$ cat config.mk
export PLATFORM = sky130hd
export DESIGN_NAME = sw_stim_driver
export DESIGN_NICKNAME = d
export VERILOG_FILES = /design/src/rtl/sw_stim_driver.sv
export SDC_FILE = /design/constraint.sdc
export NUM_CORES = 1
export LEC_CHECK = 0
export ABC_CLOCK_PERIOD_IN_PS = 2100
export CAP_MARGIN = 0
export CORE_MARGIN = 4
export CORE_UTILIZATION = 44
export DETAILED_ROUTE_END_ITERATION = 10
export HOLD_SLACK_MARGIN = 0.12
export PLACE_DENSITY = 0.8
export SETUP_SLACK_MARGIN = 0.02
export SLEW_MARGIN = 20
export SYNTH_ARGS = -nofsm -noshare
export SYNTH_HDL_FRONTEND = slang
export SYNTH_SLANG_ARGS = --single-unit
$ cat constraint.sdc
create_clock -name clk -period 2.1 [get_ports clk]
set_clock_uncertainty 0.2 [all_clocks]
set_input_delay 0.42 -clock clk [delete_from_list [all_inputs] [get_ports clk]]
set_output_delay 0.42 -clock clk [all_outputs]
set_load 0.05 [all_outputs]
$ cat src/rtl/sw_stim_driver.sv
// Automated switch-bus operator for the complex-multiplier top level: enters four
// operand words with the reset/handshake protocol, then captures both LED results.
module sw_stim_driver #(
   parameter int WORD_W     = 8,
   parameter int RST_CYC    = 4,
   parameter int SETUP_CYC  = 2,
   parameter int HOLD_CYC   = 4,
   parameter int GAP_CYC    = 4,
   parameter int SETTLE_CYC = 4
) (
   input  logic              clk,
   input  logic              reset,
   input  logic              start,
   input  logic [WORD_W-1:0] re_a,
   input  logic [WORD_W-1:0] im_a,
   input  logic [WORD_W-1:0] re_q,
   input  logic [WORD_W-1:0] im_q,
   input  logic [WORD_W-1:0] led_in,
   output logic [WORD_W+1:0] sw_out,
   output logic [WORD_W-1:0] re_res,
   output logic [WORD_W-1:0] im_res,
   output logic              busy,
   output logic              done
);

   localparam int MAX_A   = (RST_CYC > SETUP_CYC) ? RST_CYC : SETUP_CYC;
   localparam int MAX_B   = (HOLD_CYC > GAP_CYC) ? HOLD_CYC : GAP_CYC;
   localparam int MAX_C   = (MAX_A > MAX_B) ? MAX_A : MAX_B;
   localparam int MAX_CYC = (MAX_C > SETTLE_CYC) ? MAX_C : SETTLE_CYC;
   localparam int CNT_W   = (MAX_CYC > 1) ? $clog2(MAX_CYC) : 1;

   localparam logic [CNT_W-1:0] RST_LD    = CNT_W'(RST_CYC - 1);
   localparam logic [CNT_W-1:0] SETUP_LD  = CNT_W'(SETUP_CYC - 1);
   localparam logic [CNT_W-1:0] HOLD_LD   = CNT_W'(HOLD_CYC - 1);
   localparam logic [CNT_W-1:0] GAP_LD    = CNT_W'(GAP_CYC - 1);
   localparam logic [CNT_W-1:0] SETTLE_LD = CNT_W'(SETTLE_CYC - 1);
   localparam logic [CNT_W-1:0] CNT_ZERO  = {CNT_W{1'b0}};

   localparam logic [2:0] ST_IDLE    = 3'd0;
   localparam logic [2:0] ST_DUT_RST = 3'd1;
   localparam logic [2:0] ST_SETUP   = 3'd2;
   localparam logic [2:0] ST_HS_HIGH = 3'd3;
   localparam logic [2:0] ST_HS_LOW  = 3'd4;
   localparam logic [2:0] ST_DISP_RE = 3'd5;
   localparam logic [2:0] ST_DISP_IM = 3'd6;
   localparam logic [2:0] ST_FINISH  = 3'd7;

   logic [2:0]        state_r, state_s;
   logic [1:0]        idx_r, idx_s;
   logic [CNT_W-1:0]  cnt_r, cnt_s;
   logic [WORD_W-1:0] re_a_r, im_a_r, re_q_r, im_q_r;
   logic [WORD_W-1:0] re_res_r, im_res_r, word_s;
   logic [WORD_W+1:0] sw_r, sw_s;
   logic              busy_r, done_r, busy_s, done_s;
   logic              load_s, cap_re_s, cap_im_s;

   // Next-state, word index and per-phase down-counter; counter reloads on every state entry
   always_comb begin
      state_s  = state_r;
      idx_s    = idx_r;
      cnt_s    = cnt_r;
      load_s   = 1'b0;
      cap_re_s = 1'b0;
      cap_im_s = 1'b0;
      case (state_r)
         ST_IDLE: begin
            if (start) begin
               state_s = ST_DUT_RST;
               cnt_s   = RST_LD;
               idx_s   = 2'd0;
               load_s  = 1'b1;
            end else begin
               cnt_s   = CNT_ZERO;
            end
         end
         ST_DUT_RST: begin
            if (cnt_r == CNT_ZERO) begin
               state_s = ST_SETUP;
               cnt_s   = SETUP_LD;
            end else begin
               cnt_s   = cnt_r - CNT_W'(1'b1);
            end
         end
         ST_SETUP: begin
            if (cnt_r == CNT_ZERO) begin
               state_s = ST_HS_HIGH;
               cnt_s   = HOLD_LD;
            end else begin
               cnt_s   = cnt_r - CNT_W'(1'b1);
            end
         end
         ST_HS_HIGH: begin
            if (cnt_r == CNT_ZERO) begin
               state_s = ST_HS_LOW;
               cnt_s   = GAP_LD;
            end else begin
               cnt_s   = cnt_r - CNT_W'(1'b1);
            end
         end
         ST_HS_LOW: begin
            if (cnt_r != CNT_ZERO) begin
               cnt_s   = cnt_r - CNT_W'(1'b1);
            end else if (idx_r == 2'd3) begin
               state_s = ST_DISP_RE;
               cnt_s   = SETTLE_LD;
            end else begin
               state_s = ST_SETUP;
               idx_s   = idx_r + 2'd1;
               cnt_s   = SETUP_LD;
            end
         end
         ST_DISP_RE: begin
            if (cnt_r == CNT_ZERO) begin
               state_s  = ST_DISP_IM;
               cnt_s    = SETTLE_LD;
               cap_re_s = 1'b1;
            end else begin
               cnt_s    = cnt_r - CNT_W'(1'b1);
            end
         end
         ST_DISP_IM: begin
            if (cnt_r == CNT_ZERO) begin
               state_s  = ST_FINISH;
               cnt_s    = CNT_ZERO;
               cap_im_s = 1'b1;
            end else begin
               cnt_s    = cnt_r - CNT_W'(1'b1);
            end
         end
         ST_FINISH: begin
            state_s = ST_IDLE;
            cnt_s   = CNT_ZERO;
         end
         default: begin
            state_s = ST_IDLE;
            idx_s   = 2'd0;
            cnt_s   = CNT_ZERO;
         end
      endcase
   end

   // Output decode from the next state so registered outputs line up with the state register
   always_comb begin
      case (idx_s)
         2'd0:    word_s = re_a_r;
         2'd1:    word_s = im_a_r;
         2'd2:    word_s = re_q_r;
         default: word_s = im_q_r;
      endcase
      busy_s = (state_s != ST_IDLE);
      done_s = (state_s == ST_FINISH);
      case (state_s)
         ST_DUT_RST: sw_s = {1'b0, 1'b0, {WORD_W{1'b0}}};
         ST_SETUP:   sw_s = {1'b1, 1'b0, word_s};
         ST_HS_HIGH: sw_s = {1'b1, 1'b1, word_s};
         ST_HS_LOW:  sw_s = {1'b1, 1'b0, word_s};
         ST_DISP_IM: sw_s = {1'b1, 1'b1, {WORD_W{1'b0}}};
         default:    sw_s = {1'b1, 1'b0, {WORD_W{1'b0}}};
      endcase
   end

   // State, operand latches, result captures and registered outputs
   always_ff @(posedge clk) begin
      if (reset) begin
         state_r  <= ST_IDLE;
         idx_r    <= 2'd0;
         cnt_r    <= CNT_ZERO;
         re_a_r   <= {WORD_W{1'b0}};
         im_a_r   <= {WORD_W{1'b0}};
         re_q_r   <= {WORD_W{1'b0}};
         im_q_r   <= {WORD_W{1'b0}};
         re_res_r <= {WORD_W{1'b0}};
         im_res_r <= {WORD_W{1'b0}};
         sw_r     <= {1'b1, 1'b0, {WORD_W{1'b0}}};
         busy_r   <= 1'b0;
         done_r   <= 1'b0;
      end else begin
         state_r <= state_s;
         idx_r   <= idx_s;
         cnt_r   <= cnt_s;
         sw_r    <= sw_s;
         busy_r  <= busy_s;
         done_r  <= done_s;
         if (load_s) begin
            re_a_r <= re_a;
            im_a_r <= im_a;
            re_q_r <= re_q;
            im_q_r <= im_q;
         end
         if (cap_re_s) begin
            re_res_r <= led_in;
         end
         if (cap_im_s) begin
            im_res_r <= led_in;
         end
      end
   end

   assign sw_out = sw_r;
   assign re_res = re_res_r;
   assign im_res = im_res_r;
   assign busy   = busy_r;
   assign done   = done_r;

endmodule

==> summary.md <==
| Metric | Value |
|---|---|
| DRC Markers | `0` |
| Layout fillers | `around 520` |
| Failing checks | `negative setup slack` |
| 1st-iter DRT viols | `135` |
| Largest family of logic cells by synthesized area | `simple AND/OR/NAND/NOR gates` |
| Grt met2 use | `roughly 29%` |
| Row count | `29` |
| Share of layout cells above drive strength 1 | `approximately a fifth` |
| Die area | `between 7000 and 8000 sq um` |
| H-tree depth | `3` |
| Sw Share | `roughly 30%` |
| Finished Layout Cells | `between 500 and 600` |
| First-pass GRT wire length | `11.6 mm` |
| Mapped Area | `roughly 2900 sq um` |
| Hold Crit Class | `register to register` |
| Final period utilization | `100%` |
| Setup_tns | `-3.65 ps` |
| Detailed-route via count | `2769` |
| Crit path buffers/inverters | `3` |
| Final setup fails | `1` |
| Final Hold Fails | `0` |
| Total track usage | `19.0%` |
| Logic pwr share | `25.6%` |
| Status | `finished, violations left` |
| Reg clk slew, reported paths | `about 70 ps` |
| Reg power frac | `roughly 39%` |
| EDFF count, synth | `0` |
| Worst Tran Pin Value | `516 ps` |
| Compound-Gate Fraction of Synth Area | `19.8%` |
| Pre-antenna DRT Iters | `4` |
| Critical path capture point type | `register` |
| RSZ-0062 raised after global routing | `yes` |
| GRT busiest layer | `met2` |
| Final net count | `a little under 500` |
| Final wirelength | `7.88 mm` |
| Via/cell ratio | `between 5 and 6` |
| Min-delay src | `re_res[2]$_SDFFE_PP0P_` |
| Startpoint Class | `register` |
| FMAX | `475 MHz` |
| Design Power | `around 3700 uW` |
| Peak VDD IR | `0.685 mV` |
| Psw | `1090 uW` |
| Synth Area in Adders | `roughly 2.2%` |
| IO Count | `71` |
| Placed insts | `about 490` |
| CP Max Fanout | `4` |
| Initial antenna violation count | `0` |
| Clk pwr share | `a little over a third` |
| Slew Viols, Final | `0` |
| CP cell instances | `inv_1 -> ha_2 -> buf_6 -> and4bb_4 -> buf_4 -> o211ai_4 -> nand2_1 -> mux2i_1 -> o221a_1` |
| Async set-reset flop share out of synthesis | `0%` |
| Ys flop type | `dfxtp_1` |
| Wire length per cell | `15.1 um` |
| Die Width | `~89 um` |
| Cell Pwr Density | `893 nW/um^2` |
| Bufs on Longest Clock Path | `2` |
| FF-to-FF Start | `cnt_r[1]$_SDFF_PP0_` |
| GRT met1 Usage | `roughly 26%` |
| Post-synthesis mux area share | `3.66%` |
| Routability cong. | `~0.84` |
| Critical path's slowest cell | `dfxtp_2` |
| Latest clock arrival within the worst-skew pair | `~350 ps` |
| #FFs+latches synth | `67` |
| Relative slew slack | `about two thirds` |
| Clock Sinks | `67` |
| ANT cells | `0` |
| Setup crit start | `cnt_r[1]$_SDFF_PP0_` |
| P&R area growth vs syn | `45.3%` |
| PnR worst setup slack | `-3.65 ps` |
| Static Leak | `around 0.0017 uW` |
| Root buffer cell | `clkbuf_8` |
| DRT antenna net count | `0` |
| Mean Syn Cell Area | `just over 8 sq um` |
| Post-synthesis cell count | `approximately 350` |
| Starting Density | `a little under half` |
| Max Cap Viol | `0` |
| Met3 Track Usage GR | `roughly 5.7%` |
| XOR/XNOR Fraction of Synth Area | `0.305%` |
| Core Box Area | `between 6000 and 7000 sq um` |
| WHS | `253 ps` |
| Pint | `~2600 uW` |
| TritonCTS buffer count | `9` |
| Worst EP required | `2190 ps` |
| Syn Nets | `slightly below 400` |
| Die Y | `between 80 and 90 um` |
| Crit Path Category | `register to register` |
| Synth Area in Simple Gates | `22.0%` |
| DP HPWL | `just over 5 mm` |
| Worst path max stage delay | `330 ps` |
| Worst reg-to-reg setup slack | `-4 ps` |
| Top delay family on crit path | `compound AO/OA/AOI/OAI gates` |
| Worst slack, placed | `-736 ps` |
| Number of global-route vias before repair | `2424` |
| Syn. warnings | `0` |
| CTS tree | `done` |
| Tmin final | `roughly 2100 ps` |
| Port buffer count | `70` |
| Sequential cell area fraction in the yosys report | `approximately 47%` |
| Total global routing overflow | `0` |
| Netlist cell types | `between 40 and 50` |
| Arrival time worst endpoint | `between 2000 and 2500 ps` |
| Largest net degree at the start of global routing | `38` |
==> path summary, 6_finish.rpt <==
path / to / cells after the start
max: sw_out[0]$_SDFF_PP0_ / 9
min: re_res[2]$_SDFFE_PP0P_ / 2
max reg2reg: sw_out[0]$_SDFF_PP0_ / 9
min reg2reg: re_res[2]$_SDFFE_PP0P_ / 2
==> cell usage after synthesis (2+ instances only) <==
cell type / instances / area share [%]
nor3_1: 4 / 0.70
a21oi_1: 53 / 9.2
ha_1: 5 / 2.2
nand2_1: 109 / 14
o211a_1: 2 / 0.70
a31oi_1: 2 / 0.44
o221a_1: 8 / 3.1
and2_1: 3 / 0.65
nand3_1: 3 / 0.52
mux2i_1: 8 / 2.8
nor2_1: 11 / 1.4
buf_6: 2 / 0.79
clkbuf_1: 17 / 2.2
inv_1: 11 / 1.4
dfxtp_1: 67 / 47
nand2_2: 2 / 0.44
o21a_1: 8 / 2.1
buf_2: 3 / 0.52
nor2b_1: 3 / 0.65
==> logic make-up (layout without fill, tap and decap cells) <==
| logic type | Yosys count | in the layout |
|---|---|---|
| DFF | 67 | 67 |
| xor gates and xnor gates | 1 | 1 |
| AOI/OAI and AO/OA | 83 | 85 |
| and+or+nand+nor | 146 | 146 |
| adders and majority gates | 5 | 5 |
| buffers and inverters | 34 | 131 |
| muxes | 10 | 10 |
==> sequential cells by signal, indices dropped and copies added, names as in the netlist, 3 cells and up <==
name and flops:
sw_out 10, im_a_r 8, re_q_r 8, re_res 8, re_a_r 8, im_q_r 8
im_res 8, state_r 3
==> per-stage QoR <==
stage | utilization (%) | instance area [sq um]
after floorplan | - | 2880
after global placement | 58.5 | 3720
after detailed placement | 58.5 | 3720
after CTS | 64.1 | 4070
after global routing | 65.6 | 4170
final | 65.6 | 4170
==> repair_timing <==
item,4_1_cts,5_1_grt
setup buffers,10,3
gates resized for setup,24,15
hold buffers,0,0
cloned,1,1
pin swaps,4,7
setup endpoints to repair,23,12
==> cells in the final DEF, fill, tap and decap left out, types with 2 or more instances in the layout <==
cell / n
a311oi_4: 2
dfxtp_2: 2
nor2_1: 10
nor3_2: 2
bufinv_16: 3
o221a_1: 8
a21oi_1: 53
dfxtp_1: 65
nor2b_1: 3
mux2i_1: 7
buf_12: 2
nand2_1: 109
and2_1: 2
ha_2: 2
clkbuf_8: 10
inv_1: 10
nor3_1: 2
clkdlybuf4s50_1: 40
buf_4: 43
nand2_2: 2
buf_6: 2
nand3_1: 2
ha_1: 3
o21a_1: 8
o211ai_4: 2
dlygate4sd2_1: 16
a31oi_1: 2
==> power groups by stage <==
stage                     clock [uW]  sequential, uW  combinational (uW)
after floorplan                    0            1520                 436
after global placement             0            1460                 809
after detailed placement           0            1460                 832
after CTS                       1340            1440                 887
after global routing            1400            1450                1040
final                           1330            1440                 954
==> cell type report <==
class	count	area [sq um]	share of cell area, %
clock buffer	10	138	3.30
clock inverter	6	111	2.67
inverter	11	41.3	0.991
multi-input combinational	247	1510	36.1
sequential	67	1340	32.3
tap	77	96.3	2.31
timing repair buffer	104	931	22.3
==> routing by layer <==
metal / wire length [um] / part of all wire [%] / vias up
li1: - / - / 1361
met1: 3550 / 45 / 1308
met2: 3730 / 47 / 94
met3: 522 / 6.6 / 6
met4: 76 / 0.96 / 0
met5: 0 / 0 / -
==> worst min-delay path, delay by kind of cell, from the launching register on <==
kind | cells | cell delay [ps]
AND/OR/NAND/NOR | 1 | 50
flip-flops | 1 | 310
AO/OA/AOI/OAI | 1 | 50
No activity file was read; power rests on OpenSTA's default activity.
==> variant 1 (same settings) <==
`GAP_CYC`: 4 -> 8.
--- a/src/rtl/sw_stim_driver.sv
+++ b/src/rtl/sw_stim_driver.sv
@@ -6,5 +6,5 @@
    parameter int SETUP_CYC  = 2,
    parameter int HOLD_CYC   = 4,
-   parameter int GAP_CYC    = 4,
+   parameter int GAP_CYC    = 8,
    parameter int SETTLE_CYC = 4
 ) (
Formal check against the unedited RTL: same outputs for any inputs over 10 cycles, from zero or initial values and one cycle with reset high; that may be too few to reach the edited logic, so the function may still have changed.
==> variant 1 against the unedited design <==
- the run still ends with setup timing left
- power up 0.68%
- cell area down 2.7%
- synthesized area down 1.3%
- worst hold slack about the same
- sequential cell count up 1
- routed wire length down 4.7%
- first-iteration DRC count up 35%
- setup slack worse by 0.027 ns
- critical path type unchanged
- largest cell class unchanged
==> variant 1: results (changes against the unedited design) <==
- Status: finished, violations left
- Failing checks: setup timing
- CP peak stage delay: 0.55 ns (+0.22 ns)
- Most frequent cells after synthesis: nand2_1 (85), dfxtp_1 (68), a21oi_1 (41)
- Slew @ Worst Pin: 0.501 ns (-0.0156 ns)
- Gpl congestion: 0.875 (+4.1%)
- Post-synthesis compound-gate area fraction: 0.181 (-0.0168)
- Slowest cell on crit path: or4b_4
- Final Setup Violations: 4 (+3)
- Main flop type after synthesis: dfxtp_1
- Fin Hold WS: 0.253 ns (+0.0000680 ns)
- CP arrival: 2.16 ns (-0.04 ns)
- NumNets Final: 464 (-4.9%)
- Routed wl met3: 424 µm (-19%)
- Multiplexer area fraction after synthesis: 0.0889 (+0.0522)
- Synth Net Count: 378 (-4.1%)
- Adder-cell share of the synthesized area: 0.00884 (-0.0130)
- Worst-path clk slew: 0.07 ns (about the same)
- Max reg flops: 10 (unchanged)
- Via count: 2693 (-2.7%)
- Htree depth: 3 (unchanged)
- Crit-path max FO: 4 (unchanged)
- Avg Cell Area, Syn: 8.50 µm² (+2.5%)
- Hold EP: sw_out[4]
- Vias in the first global route: 2561 (+5.7%)
- Port Buffers: 70 (unchanged)
- XOR/XNOR Fraction of Synth Area: 0 (-0.00305)
- Worst Setup Slack, final: -0.0308 ns (-0.0271 ns)
- Worst min path class: flip-flop to flip-flop
- GR Layer Usage met3: 0.0546 (-0.00223)
- Largest net degree at the start of global routing: 33 (-13%)
- DR WL met2: 3940 µm (+5.5%)
- DPL Wire Length: 5180 µm (+2.2%)
- Placed cell areas: 3670 µm² (-1.3%)
- Post-synthesis sequential area ratio: 0.481 (+0.0133)
- Worst VDD drop: 0.552 mV (-19%)
- M2 GR Usage: 0.330 (+0.0348)
- WL met1: 3010 µm (-15%)
- Iteration-0 DRC Markers: 182 (+35%)
- Initial antenna violation count: 0 (unchanged)
- GRT met1 Usage: 0.229 (-0.0278)
- R2R depth: 6 (-3)
- Post-synth cell types: 40 (-9.1%)
- Placed cell count: 476 (-3.4%)
- Pre-antenna DRT Iters: 5 (+1)
- DR WL/cell: 15.1 µm (about the same)
- Reg2reg start: state_r[2]
- Post-Layout Cell Count: 498 (-4.6%)
- Total CTS buffers: 9 (unchanged)
- Hold Path Origin: im_a_r[4]
- Area contributors post-synth: dfxtp_1 (48%), nand2_1 (11%), mux2i_1 (8.5%)
- GRT Util Overall: 0.192 (+0.00185)
- First-pass GRT wire length: 11700 µm (+0.36%)
- Root Buffer: clkbuf_8
- Fraction of final layout cells sized beyond drive strength 1: 0.199 (-0.0104)
- Cell family contributing the most delay on the critical path: simple AND/OR/NAND/NOR gates
- Static leakage: 1.65 nW (-0.26%)
- Setup TNS: -0.104 ns (-0.100 ns)
- Pre-CTS worst setup slack: -0.504 ns (+0.232 ns)
==> variant 1: cell count changes after synthesis, sizes merged, moves of 8 or more <==
| cell | unedited run | this run |
|---|---|---|
| mux2i | 9 | 24 |
| o221a | 8 | 0 |
| nor2 | 12 | 27 |
| a21oi | 53 | 41 |
| nand2 | 111 | 85 |
| inv | 11 | 3 |
| a21boi | 0 | 8 |
==> variant 1: layout make-up <==
class | instances | area, µm²
Inverter | 3 | 11.3
Timing Repair Buffer | 98 | 947
Multi-Input combinational cell | 239 | 1460
Sequential cell | 68 | 1360
Tap cell | 75 | 93.8
Clock buffer | 10 | 128
Clock inverter | 5 | 53.8
Fill cell | 524 | 2040
==> variant 1: worst max-delay path by stage <==
stage	startpoint	endpoint	slack [ns]	cells past startpoint
finish	state_r[2]	sw_out[0]	-0.03	6
global route	state_r[2]	sw_out[0]	-0.11	6
CTS	state_r[0]	sw_out[1]	-0.03	6
detailed placement	start	sw_out[1]	-0.50	7
global placement	start	sw_out[7]	-0.41	7
floorplan	cnt_r[0]	re_res[0]	0.03	8
==> variant 1: repair_timing <==
item / CTS / global route
gates resized for setup: 20 / 22
endpoints found under the setup margin: 21 / 8
cloned: 1 / 1
buffers inserted: 0 / 5
pin swaps: 3 / 8
==> variant 1: kinds of logic (layout without fill, tap and decap cells) <==
logic type               count (synthesis)  count (layout)
AO/OA/AOI/OAI                           80              80
adder cells (fa/ha/maj)                  2               2
buffers and inverters                   26             116
flip-flops                              68              68
multiplexers                            25              25
AND/OR/NAND/NOR                        132             132
==> variant 1: report_power, final <==
part | total [mW] | internal [mW] | switching [mW]
clock | 1.01 | 0.538 | 0.468
sequential | 1.51 | 1.43 | 0.0794
combinational | 1.23 | 0.541 | 0.693
==> variant 2 (config.mk and constraints unchanged) <==
Made on the original files. Put one more register stage on the output `re_res`, cleared by the reset. The value now appears one clock later. The other outputs are not delayed to match.
--- a/src/rtl/sw_stim_driver.sv
+++ b/src/rtl/sw_stim_driver.sv
@@ -198,5 +198,11 @@
 
    assign sw_out = sw_r;
-   assign re_res = re_res_r;
+   always_ff @(posedge clk) begin
+      if (reset) begin
+         re_res <= '0;
+      end else begin
+         re_res <= re_res_r;
+      end
+   end
    assign im_res = im_res_r;
    assign busy   = busy_r;
Function: same outputs for any inputs over 10 cycles, from zero or initial values and one cycle with reset high; that may be too few to reach the edited logic, so the function may still have changed.
==> variant 2 against the unedited design <==
- final cell count rose by 7.5%
- routed wire length rose by 0.53%
- clock power fell by 14%
- cell area rose by 2.9%
- sequential cell count rose by 8
- setup slack improved by 0.10 ns
- power fell by 7.3%
- synthesized cell count rose by 9.0%
- synthesized area rose by 8.4%
- critical path type unchanged
- critical endpoint is now sw_out[9]
- largest power group unchanged
- highest routed layer unchanged
==> variant 2: results (changes against the unedited design) <==
- Status: complete, no violations
- First-pass GRT wire length: 13100 µm (+13%)
- R2r setup slk: 0.1 ns (+0.10 ns)
- DPL Wire Length: 5560 µm (+9.8%)
- GRT Util Overall: 0.191 (+0.000689)
- DR WL met2: 3790 µm (+1.6%)
- Cells after synthesis: 377 (+9.0%)
- Vias per Instance: 4.99 (-6.0%)
- Post-CTS Setup Inserts: 1 (-9)
- Worst-path clk slew: 0.09 ns (+0.02 ns)
- Vias in the first global route: 2792 (+15%)
- WL met1: 3590 µm (+1.2%)
- R2R depth: 6 (-3)
- Ratio of final minimum period to clock period: 0.953 (-0.0487)
- Static leakage: 1.76 nW (+6.3%)
- Worst min path class: primary input to flip-flop
- Via count: 2798 (+1.0%)
- Routed wl met3: 382 µm (-27%)
- Post-synthesis sequential area ratio: 0.483 (+0.0152)
- Crit-path max FO: 6 (+2)
- CP arrival: 2.03 ns (-0.17 ns)
- Seq. pwr: 1.57 mW (+9%)
- Detailed Route WL: 7920 µm (+0.53%)
- Reg2reg start: cnt_r[0]
- Most frequent cells after synthesis: nand2_1 (109), dfxtp_1 (75), a21oi_1 (54)
- NumNets Final: 508 (+4.1%)
- GRT met1 Usage: 0.250 (-0.00617)
- Crit path to: sw_out[9]
- Worst slew margin: 0.605 (-0.0524)
- Clk pwr: 1.14 mW (-14%)
- Sw frac: 0.300 (+0.00685)
- Placed cell count: 542 (+9.9%)
- Post-synth cell types: 42 (-4.5%)
==> variant 2: changes by cell type after synthesis, moves of 4 or more <==
| cell | change |
|---|---|
| o21ai_0 | +13 |
| dfxtp_1 | +8 |
| maj3_1 | +8 |
| mux2i_1 | -8 |
| o21a_1 | -8 |
| o221a_1 | -8 |
| nor2b_1 | +7 |
| o21ai_1 | +7 |
| o211a_1 | +6 |
| inv_1 | -4 |
==> variant 2: logic make-up after synthesis <==
| family | after synthesis | share of synthesized area |
|---|---|---|
| buffers and inverters | 34 | 0.0519 |
| AO/OA/AOI/OAI | 98 | 0.194 |
| AND/OR/NAND/NOR | 156 | 0.222 |
| flip-flops | 75 | 0.483 |
| multiplexers | 1 | 0.00362 |
| adder cells (fa/ha/maj) | 13 | 0.0459 |
==> variant 2: how the worst min path moves through the flow <==
stage	startpoint	end	slack [ns]	cells after the start
global route	reset	idx_r[0]	0.23	3
detailed placement	re_res_r[6]	re_res_r[6]	0.24	2
global placement	re_res_r[3]	re_res_r[3]	0.24	2
finish	reset	idx_r[0]	0.20	3
CTS	reset	idx_r[0]	0.19	3
floorplan	re_res_r[0]	re_res_r[0]	0.23	2
==> variant 2: cell type report <==
class / instances / area [µm²]
tap: 96 / 120
timing repair buffer: 98 / 881
clock buffer: 9 / 124
fill: 581 / 2540
clock inverter: 7 / 82.6
inverter: 8 / 35.0
sequential: 75 / 1510
multi-input combinational: 268 / 1540
==> variant 2: worst min-delay path, delay by kind of cell <==
kind,cells,cell delay [ns]
AND/OR/NAND/NOR,1,0.14
buffers and inverters,2,0.14
==> variant 2: stage by stage <==
step                 util  cell area (µm²)  power, mW
floorplan               -             3110       2.00
global placement    0.582             3970       2.24
detailed placement  0.582             3970       2.26
CTS                 0.616             4210       3.42
global route        0.628             4290       3.61
finish              0.628             4290       3.45
